`src/rtl/tick_divider_if.sv`:
```
// Control/status bundle for tick_divider: run/mode/ratio controls in, tick and tallies out.
interface tick_divider_if #(
  parameter int WIDTH    = 24,
  parameter int TC_WIDTH = 8
);
  logic                start;
  logic                clear;
  logic                div_load;
  logic [WIDTH-1:0]    div_value;
  logic                oneshot;
  logic                tick;
  logic                running;
  logic                done;
  logic [WIDTH-1:0]    count;
  logic [TC_WIDTH-1:0] tick_count;

  modport master (
    output start, clear, div_load, div_value, oneshot,
    input  tick, running, done, count, tick_count
  );

  modport slave (
    input  start, clear, div_load, div_value, oneshot,
    output tick, running, done, count, tick_count
  );
endinterface

```
`src/rtl/tick_divider.sv`:
```
// Programmable clock-enable generator: one-cycle tick every div_reg cycles,
// periodic or one-shot, with runtime ratio reload and a wrapping tick tally.
module tick_divider #(
  parameter int          WIDTH       = 24,
  parameter int unsigned DEFAULT_DIV = 10000000,
  parameter int          TC_WIDTH    = 8
) (
  input  logic          clk_in,
  input  logic          reset,
  tick_divider_if.slave bus
);
  typedef enum logic [1:0] {IDLE, RUN, PAUSE, DONE} state_t;

  state_t              state, state_d;
  logic [WIDTH-1:0]    counter, counter_d, div_reg;
  logic [TC_WIDTH-1:0] tc, tc_d;
  logic                mode_reg, mode_d;
  logic                tick_r, tick_d;
  logic                terminal;

  // >= rather than == so a ratio shrunk below the live count terminates at once
  assign terminal = (counter >= (div_reg - WIDTH'(1)));

  always_comb begin
    state_d   = state;
    counter_d = counter;
    tc_d      = tc;
    mode_d    = mode_reg;
    tick_d    = 1'b0;
    if (bus.clear) begin
      state_d   = IDLE;
      counter_d = '0;
      tc_d      = '0;
    end else begin
      case (state)
        IDLE: begin
          counter_d = '0;
          if (bus.start) begin
            state_d = RUN;
            mode_d  = bus.oneshot;
          end
        end
        RUN: begin
          if (!bus.start) begin
            state_d = PAUSE;
          end else if (terminal) begin
            counter_d = '0;
            tick_d    = 1'b1;
            tc_d      = tc + TC_WIDTH'(1);
            if (mode_reg) state_d = DONE;
          end else begin
            counter_d = counter + WIDTH'(1);
          end
        end
        PAUSE: begin
          if (bus.start) state_d = RUN;
        end
        DONE: begin
          counter_d = '0;
          if (!bus.start) state_d = IDLE;
        end
        default: state_d = IDLE;
      endcase
    end
  end

  always_ff @(posedge clk_in or posedge reset) begin
    if (reset) begin
      state    <= IDLE;
      counter  <= '0;
      tc       <= '0;
      mode_reg <= 1'b0;
      tick_r   <= 1'b0;
    end else begin
      state    <= state_d;
      counter  <= counter_d;
      tc       <= tc_d;
      mode_reg <= mode_d;
      tick_r   <= tick_d;
    end
  end

  // Ratio register sits outside the clear path: clear restarts, it does not reprogram
  always_ff @(posedge clk_in or posedge reset) begin
    if (reset)
      div_reg <= WIDTH'(DEFAULT_DIV);
    else if (bus.div_load)
      div_reg <= (bus.div_value == '0) ? WIDTH'(1) : bus.div_value;
  end

  assign bus.tick       = tick_r;
  assign bus.running    = (state == RUN);
  assign bus.done       = (state == DONE);
  assign bus.count      = counter;
  assign bus.tick_count = tc;
endmodule

```
`src/flat_wrapper.sv`:
```
// flat-port wrapper written by rule: the top's interface ports become plain ports
module tick_divider_flat 
#(
  parameter int          WIDTH       = 24,
  parameter int unsigned DEFAULT_DIV = 10000000,
  parameter int          TC_WIDTH    = 8
)
  (clk_in, reset, bus_start, bus_clear, bus_div_load, bus_div_value, bus_oneshot, bus_tick, bus_running, bus_done, bus_count, bus_tick_count);
  tick_divider_if #(.WIDTH(WIDTH), .TC_WIDTH(TC_WIDTH)) bus_i ();
  input  logic clk_in;
  input  logic reset;
  input wire logic [$bits(bus_i.start)-1:0] bus_start;
  input wire logic [$bits(bus_i.clear)-1:0] bus_clear;
  input wire logic [$bits(bus_i.div_load)-1:0] bus_div_load;
  input wire logic [$bits(bus_i.div_value)-1:0] bus_div_value;
  input wire logic [$bits(bus_i.oneshot)-1:0] bus_oneshot;
  output wire logic [$bits(bus_i.tick)-1:0] bus_tick;
  output wire logic [$bits(bus_i.running)-1:0] bus_running;
  output wire logic [$bits(bus_i.done)-1:0] bus_done;
  output wire logic [$bits(bus_i.count)-1:0] bus_count;
  output wire logic [$bits(bus_i.tick_count)-1:0] bus_tick_count;
  assign bus_i.start = bus_start;
  assign bus_i.clear = bus_clear;
  assign bus_i.div_load = bus_div_load;
  assign bus_i.div_value = bus_div_value;
  assign bus_i.oneshot = bus_oneshot;
  assign bus_tick = bus_i.tick;
  assign bus_running = bus_i.running;
  assign bus_done = bus_i.done;
  assign bus_count = bus_i.count;
  assign bus_tick_count = bus_i.tick_count;
  tick_divider #(.WIDTH(WIDTH), .DEFAULT_DIV(DEFAULT_DIV), .TC_WIDTH(TC_WIDTH)) u_core (.clk_in(clk_in), .reset(reset), .bus(bus_i));
endmodule
```
`config.mk`:
```
export PLATFORM = sky130hd
export DESIGN_NAME = tick_divider_flat
export DESIGN_NICKNAME = d
export VERILOG_FILES = /design/src/rtl/tick_divider_if.sv /design/src/rtl/tick_divider.sv /design/src/flat_wrapper.sv
export SDC_FILE = /design/constraint.sdc
export NUM_CORES = 1
export LEC_CHECK = 0
export BUFFER_PORTS_ARGS = -buffer_cell sky130_fd_sc_hd__buf_2
export CORE_UTILIZATION = 34
export DETAILED_ROUTE_END_ITERATION = 10
export GPL_TIMING_DRIVEN = 0
export HOLD_SLACK_MARGIN = 0.15
export PLACE_DENSITY_LB_ADDON = 0.12
export SLEW_MARGIN = 20
export SYNTH_ARGS = -nofsm -noshare
export SYNTH_HDL_FRONTEND = slang
export SYNTH_SLANG_ARGS = --single-unit
```
`constraint.sdc`:
```
create_clock -name clk_in -period 5.3 [get_ports clk_in]
set_clock_uncertainty 0.1 [all_clocks]
set_input_delay 1.06 -clock clk_in [delete_from_list [all_inputs] [get_ports clk_in]]
set_output_delay 1.06 -clock clk_in [all_outputs]
set_load 0.01 [all_outputs]
```
Word-level counts from Yosys, hierarchy flattened
Cells that the tools add are included.

Register bits: 60. Output and inout port bits: 35. Word-level logic and storage cells: 51.

Add/subtract/negate cells: 3. Magnitude comparators: 1. Equal/unequal tests: 8. Multiplexer cells: 20. Bitwise operators: 1. Reduce and logical (&&, ||, !) cells: 12.

Operators with widths (count): $mux 24 (4); $pmux 24 s2 (1); $mux 8 (4); $add 24x1->24 const B (1); $ge 24x24->1 (1); $logic_not 24->1 (1); $sub 24x1->24 const B (1); $mux 2 (6); $add 8x1->8 const B (1); $ne 4x3->1 const B (2); $ne 3x3->1 const B (2); $pmux 2 s3 (1); $reduce_and 3->1 (2); $reduce_bool 2->1 (3); $eq 2x2->1 const B (2); $mux 1 (4); $reduce_and 4->1 (1); $reduce_or 2->1 (2); $ne 3x1->1 const B (1); $reduce_bool 3->1 (1); $eq 2x1->1 const B (1); $logic_not 2->1 (1); $reduce_and 2->1 (1); $not 1->1 (1).

Longest topological paths before layout
Gate-level depths: netlist of the first run.

Depth after elaboration: 6. Depth in mapped cells: 16. Gate-level depth less buffers: 15.

Worst setup path before layout of the first run
OpenSTA, ideal clock, no wires.

Path type: register to register. Start: register u_core.div_reg[8]. End: register u_core.tc[2], in the netlist u_core.bus.tick_count[2]. Arrival: 3.789 ns. Data required time: 5.122 ns. Slack: 1.333 ns. Cell stages (with the launch flop): 15. Path buffers: 1. Clock period less this slack: 3.967 ns. Cell sequence: dfrtp_1 or4_4 or3_4 or3_4 nand2b_4 nor3_2 xnor2_1 ha_1 nand4_1 nor4_1 o311a_1 nor2_1 clkbuf_1 or3_1 a21oi_1.

Longest elaborated chain between the ends: 4.

Ends and longest elaborated chain: start: declaration (line tick_divider.sv:15) `logic [WIDTH-1:0] counter, counter_d, div_reg;`; start signal: assignment (line tick_divider.sv:86) `div_reg <= WIDTH'(DEFAULT_DIV);`; start signal: assignment (line tick_divider.sv:88) `div_reg <= (bus.div_value == '0) ? WIDTH'(1) : bus.div_value;`; $sub 24x1->24 (line tick_divider.sv:22) `assign terminal = (counter >= (div_reg - WIDTH'(1)));`; $ge 24x24->1 (line tick_divider.sv:22); $reduce_bool 2->1 (no source line); $reduce_and 3->1 (no source line); end signal: assignment (line tick_divider.sv:77) `tc <= tc_d;`; end: declaration (line tick_divider.sv:16) `logic [TC_WIDTH-1:0] tc, tc_d;`.

Every way passes these cells. A chain may end at the register's enable or synchronous reset.

Final worst setup path of the first run
Start: register u_core.div_reg[8]. End: register u_core.tc[3], in the netlist u_core.bus.tick_count[3].

The elaborated chain is that of the path after synthesis.

==> metrics.txt, run 1 <==
worst-skew pair later-pin latency=between 0.3 and 0.4 ns; die width=around 110 um; initial antenna violation count=0; Max Fanout on Critical Path=10; Core Region=roughly 0.011 sq mm; root buf cell=clkbuf_16; TritonCTS buffer count=9; maximum clock rate=221 MHz; Post-CTS Setup Inserts=0; # diodes=0; Die Area=roughly 0.012 sq mm; P per Cell Area=~270 mW/mm^2; post-CTS resize count=0; P_sw=~340 uW; cell accounting for the most synthesized area=dfrtp_1; DR WL/cell=15.3 um; Final Max Slew Viols=0; Detail Route Antenna Nets=0; yosys warns=0; largest cells by area after synthesis=dfrtp_1 34%, ha_1 10%, mux2_2 6.7%, dfstp_2 5.5%, a21oi_1 4.0%; Int Pwr=922 uW; Flop pwr share=about two fifths; Site Rows=38; Hold Crit Class=reg2reg; clk buf depth=2; Vias/cell=5.29; Worst-path clk slew=0.05 ns; Top delay family on crit path=simple AND/OR/NAND/NOR gates; CP Buf/Inv Count=1; DRT Pass-1 Iters=4; Syn Nets=roughly 460; initial DRC count=96; global-route wire length before repair=around 16 mm; FF+latch count, synth=60; Post-CTS Hold Fix Bufs=0; post-route minimum period=around 4.5 ns; startpoint class of the critical path=flop; synthesized cell area=between 0.003 and 0.004 sq mm; HPWL Detailed=approximately 7.1 mm; Slew headroom=about three fifths; most frequent cells in the layout=63 x buf_2, 52 x dfrtp_1, 31 x a21oi_1, 31 x nand2_1, 31 x ha_1; synthesized area per cell=approximately 9.6 sq um; post-synthesis async set-or-reset flop share=100%; Gate power share=roughly 15%; CP Data Arrival Time=4.67 ns; Final period util=approximately 85%; CTS tree=done; number of port buffers=63; Overflow after GRT=0; H-tree depth=3; part of the Yosys area used for sequential elements=between 30% and 40%; RSZ-0062 raised after global routing=false; # setup viols final=0; Setup crit end kind=flop; top cell type's share of synthesized area=between 30% and 40%; setup TNS=0 ns; required time of the critical path=5.45 ns; placed cells=605; status=complete, no violations; Largest stage delay, worst path=around 0.53 ns; total number of vias=3287; layout cells sized above 1=25.2%; Sw Ratio=26.9%; most common cell after layout, fill and taps aside=buf_2; leakage power=around 0.0021 uW; Yosys cell types=between 50 and 60; EDFF count, synth=0; Die Ht=~110 um; All-Layer GR Usage=between 10% and 20%; most used cell, CP=or3_4; starting density of the core=between 30% and 40%; dominant synthesized flop cell=dfrtp_1; Non-Filler Instances=slightly above 600; VDD IR max=120 uV; Syn Inst Count=around 400; Clock Sinks=60; DR DRC count=0; nets=537; Layout area overhead=20.7%; vias in the first global route=about 3200; Max Cap Viol=0; GP Congestion=0.781; final hold vios=0; critical path class=reg2reg; Clk pwr share=between 40% and 50%; CP max stage cell=or4_4; I/O Pins=65; DRT Wirelength=between 9 and 10 mm; largest net degree at the start of global routing=38; crit path cell chain=or4_4, or3_4, or3_4, nand2b_4, nor3_2, xnor2_1, ha_1, nand4_1, nor4_1, o311a_1, nor2_1, clkbuf_1, or3_1, a21oi_1; Slew @ Worst Pin=about 0.58 ns
==> kinds of logic after synthesis <==
logic type | after synthesis | synth area share, %
buffers and inverters | 24 | 2.34
xor gates and xnor gates | 27 | 6.14
AOI/OAI and AO/OA | 83 | 12.9
and+or+nand+nor | 152 | 22.3
muxes | 24 | 6.99
adders and majority gates | 31 | 10.1
DFF | 60 | 39.3
==> per-stage QoR <==
| step | util [%] | cell area, sq um | hold slack, ns | power, uW | setup WS [ns] |
|---|---|---|---|---|---|
| floorplan | - | 3850 | 0.381 | 652 | 1.33 |
| global placement | 39.7 | 4340 | 0.393 | 706 | 0.717 |
| detailed placement | 39.9 | 4360 | 0.409 | 714 | 0.716 |
| CTS | 42.5 | 4650 | 0.421 | 1280 | 0.695 |
| global route | 42.5 | 4650 | 0.441 | 1330 | 0.401 |
| finish | 42.5 | 4650 | 0.413 | 1260 | 0.777 |
==> power by group through the flow <==
stage	clock network (uW)	registers [uW]	logic [uW]
after floorplan	0	517	135
after global placement	0	524	182
after detailed placement	0	525	189
after CTS	572	518	190
after global routing	595	522	211
final	558	517	187
==> cell usage after synthesis, types with 4 or more instances <==
library cell	instances
dfrtp_1	52
a21oi_1	31
ha_1	31
nand2_1	31
nor2_1	25
mux2_2	23
nand3_1	20
o21ai_0	18
xnor2_1	16
a31oi_1	12
clkbuf_1	12
inv_1	11
nor3_1	11
xor2_1	11
nor4_1	9
and3_1	8
dfstp_2	8
nand4_1	8
or3_1	7
nor2b_1	5
a41oi_1	4
and2_1	4
or4_1	4
==> final timing paths <==
check / start / endpoint / slack, ns / depth (start not counted)
setup / recovery: u_core.div_reg[8]$_DFFE_PP0P_ / u_core.bus.tick_count[3]$_DFFE_PP0P_ / 0.78 / 14
hold / removal: u_core.mode_reg$_DFFE_PP0P_ / u_core.mode_reg$_DFFE_PP0P_ / 0.41 / 1
setup reg to reg: u_core.div_reg[8]$_DFFE_PP0P_ / u_core.bus.tick_count[3]$_DFFE_PP0P_ / 0.78 / 14
hold reg to reg: u_core.mode_reg$_DFFE_PP0P_ / u_core.mode_reg$_DFFE_PP0P_ / 0.41 / 1
max in group asynchronous: reset / u_core.div_reg[20]$_DFFE_PP1P_ / 3.92 / 3
min in group asynchronous: reset / u_core.bus.tick$_DFF_PP0_ / 0.60 / 2
==> routing by layer <==
layer	wire length, um	vias to the layer above	global-route usage (%)
met2	4290	79	27.1
li1	-	1625	-
met3	531	12	4.22
met5	0	-	0
met1	4550	1571	23.4
met4	141	0	6.37
==> cell type report <==
cell class,instances,area (sq um)
clock buffer,14,274
buffer,13,48.8
inverter,11,43.8
tap,140,175
clock inverter,2,10.0
fill,1136,6290
multi-input combinational,317,2250
sequential,60,1510
timing repair buffer,64,335
Note: power is estimated with default switching activity, not from simulation.
==> run 2: changes to the inputs <==
--- a/config.mk
+++ b/config.mk
@@ -6,7 +6,9 @@
 export NUM_CORES = 1
 export LEC_CHECK = 0
 export BUFFER_PORTS_ARGS = -buffer_cell sky130_fd_sc_hd__buf_2
+export CORE_MARGIN = 5
 export CORE_UTILIZATION = 34
+export CTS_BUF_LIST = sky130_fd_sc_hd__clkbuf_16
 export DETAILED_ROUTE_END_ITERATION = 10
 export GPL_TIMING_DRIVEN = 0
 export HOLD_SLACK_MARGIN = 0.15
==> run 2 against run 1 <==
Compared with the run above:
- clock power down 9.3%
- via count up 0.46%
- non-clock buffer count unchanged
- final area down 0.65%
- combinational power about the same
- register-to-register slack worse by 0.11 ns
- flip-flop and latch count unchanged
- critical path depth unchanged
- sequential power about the same
- clock-buffer cell count down 5
- global-route usage down 2.2 points
- critical path type unchanged
- critical endpoint is now u_core.bus.tick_count[2]$_DFFE_PP0P_
==> metrics.txt, run 2 (synthesized netlist as in run 1, its figures left out) <==
status=complete, no violations (unchanged); Max Fanout on Critical Path=10 (unchanged); Site Rows=38 (unchanged); Core Region=0.0110 sq mm (was 0.0109 sq mm); Vias/cell=5.32 (was 5.29); Die Area=0.0136 sq mm (was 0.0118 sq mm); Flop pwr share=42.8% (was 41.0%); # diodes=0 (unchanged); Post-CTS Hold Fix Bufs=0 (unchanged); Overflow after GRT=0 (unchanged); VDD IR max=143 uV (was 120 uV); nets=537 (unchanged); root buf cell=clkbuf_16 (unchanged); reg2reg start=u_core.div_reg[8]$_DFFE_PP0P_ (unchanged); maximum clock rate=216 MHz (was 221 MHz); DR WL/cell=15.9 um (was 15.3 um); I/O Pins=65 (unchanged); Clk pwr share=41.8% (was 44.2%); R2R Setup Slk=0.66 ns (was 0.78 ns); required time of the critical path=5.44 ns (was 5.45 ns); CP Buf/Inv Count=1 (unchanged); Min-Delay Startpoint=u_core.mode_reg$_DFFE_PP0P_ (unchanged); Final period util=87.5% (was 85.3%); Max Cap Viol=0 (unchanged); Final Instance Area=0.00462 sq mm (was 0.00465 sq mm); WHS Path Cells=1 (unchanged); HPWL Detailed=7.52 mm (was 7.14 mm); Top delay family on crit path=simple AND/OR/NAND/NOR gates (unchanged); layout cells sized above 1=24.5% (was 25.2%); Gate power share=15.4% (was 14.8%); Stages on worst setup path=14 (unchanged); initial DRC count=131 (was 96); Die Ht=116 um (was 108 um); Sw Ratio=27.7% (was 26.9%); Setup crit end kind=flop (unchanged); Hold Path End=u_core.mode_reg$_DFFE_PP0P_ (unchanged); FF-to-FF End=u_core.bus.tick_count[2]$_DFFE_PP0P_ (was u_core.bus.tick_count[3]$_DFFE_PP0P_); All-Layer GR Usage=15.2% (was 17.4%); Worst-path clk slew=0.05 ns (about the same); Slew headroom=60.3% (was 61.2%); Int Pwr=874 uW (was 922 uW); most used cell, CP=or3_4 (unchanged); P_sw=335 uW (was 340 uW); crit path cell chain=or4_4, or3_4, or3_4, nand2b_4, nor3_2, xnor2_1, ha_1, nand4_1, nor4_1, o311a_1, nor2_1, clkbuf_1, or3_1, a21oi_1 (unchanged); R2R depth=14 (unchanged); CP Data Arrival Time=4.78 ns (was 4.67 ns); Clock Sinks=60 (unchanged); CTS tree=done (unchanged); GP Congestion=0.811 (was 0.781); global-route wire length before repair=16.2 mm (was 15.7 mm); post-route minimum period=4.64 ns (was 4.52 ns); most common cell after layout, fill and taps aside=buf_2 (unchanged); final hold vios=0 (unchanged); RSZ-0062 raised after global routing=false (unchanged); clk buf depth=2 (unchanged); leakage power=0.00206 uW (about the same); post-placement cell area=0.00436 sq mm (unchanged); Non-Filler Instances=621 (unchanged); Final Max Slew Viols=0 (unchanged); largest net degree at the start of global routing=33 (was 38); die width=116 um (was 108 um); vias in the first global route=3218 (was 3202); P per Cell Area=262 mW/mm^2 (was 271 mW/mm^2); Detail Route Antenna Nets=0 (unchanged); setup TNS=0 ns (unchanged); initial antenna violation count=0 (unchanged); # setup viols final=0 (unchanged); placed cells=605 (unchanged); Largest stage delay, worst path=0.55 ns (was 0.53 ns); Layout area overhead=19.9% (was 20.7%); DRT Wirelength=9.86 mm (was 9.51 mm); Post-CTS Setup Inserts=0 (unchanged); CP max stage cell=nor4_1 (was or4_4); number of port buffers=63 (unchanged); startpoint class of the critical path=flop (unchanged); DR DRC count=0 (unchanged); Hold Crit Class=reg2reg (unchanged); most frequent cells in the layout=63 x buf_2, 52 x dfrtp_1, 31 x a21oi_1, 31 x nand2_1, 31 x ha_1 (unchanged); Slew @ Worst Pin=0.596 ns (was 0.576 ns); total number of vias=3302 (was 3287); DRT Pass-1 Iters=4 (unchanged); starting density of the core=35.1% (was 35.2%); critical path class=reg2reg (unchanged); TritonCTS buffer count=9 (unchanged); worst-skew pair later-pin latency=0.32 ns (was 0.33 ns); H-tree depth=3 (unchanged); post-CTS resize count=0 (unchanged)
## run 2: per-layer routing
layer  wire, um  global-route usage [%]  share of wire (%)
met1       4910                    21.3                 50
met2       4410                    24.1                 45
met3        405                    2.90                4.1
met4        133                    4.10                1.3
met5          0                       0                  0
## run 2: how the worst max path moves through the flow
stage | from | to | slack, ns
2_1_floorplan | u_core.div_reg[8]$_DFFE_PP0P_ | u_core.bus.tick_count[2]$_DFFE_PP0P_ | 1.33
3_5_place_dp | u_core.div_reg[8]$_DFFE_PP0P_ | u_core.bus.tick_count[3]$_DFFE_PP0P_ | 0.72
4_1_cts | u_core.div_reg[8]$_DFFE_PP0P_ | u_core.bus.tick_count[3]$_DFFE_PP0P_ | 0.69
6_report | u_core.div_reg[8]$_DFFE_PP0P_ | u_core.bus.tick_count[2]$_DFFE_PP0P_ | 0.66
5_1_grt | u_core.div_reg[8]$_DFFE_PP0P_ | u_core.bus.tick_count[2]$_DFFE_PP0P_ | 0.46
3_3_place_gp | u_core.div_reg[8]$_DFFE_PP0P_ | u_core.bus.tick_count[2]$_DFFE_PP0P_ | 0.78
## run 2: final cells by class
| class | count | area [sq um] |
|---|---|---|
| Clock inverter | 7 | 28.8 |
| Fill cell | 1103 | 6370 |
| Buffer | 13 | 48.8 |
| Inverter | 11 | 43.8 |
| Clock buffer | 9 | 225 |
| Timing Repair Buffer | 64 | 335 |
| Multi-Input combinational cell | 317 | 2250 |
| Sequential cell | 60 | 1510 |
| Tap cell | 140 | 175 |
## run 2: power by group through the flow
stage / registers (uW) / logic [uW] / clock network (uW)
finish: 517 / 186 / 506
global route: 522 / 214 / 545
CTS: 517 / 190 / 522
detailed placement: 525 / 188 / 0
global placement: 524 / 183 / 0
floorplan: 517 / 135 / 0
## run 2: per-stage QoR
stage / total power, uW / hold WS (ns) / setup WS, ns / utilization [%]
final: 1210 / 0.408 / 0.662 / 42.0
after CTS: 1230 / 0.413 / 0.694 / 42.0
after global placement: 707 / 0.396 / 0.775 / 39.5
after detailed placement: 714 / 0.400 / 0.723 / 39.7
after global routing: 1280 / 0.458 / 0.459 / 42.0
after floorplan: 652 / 0.381 / 1.33 / -
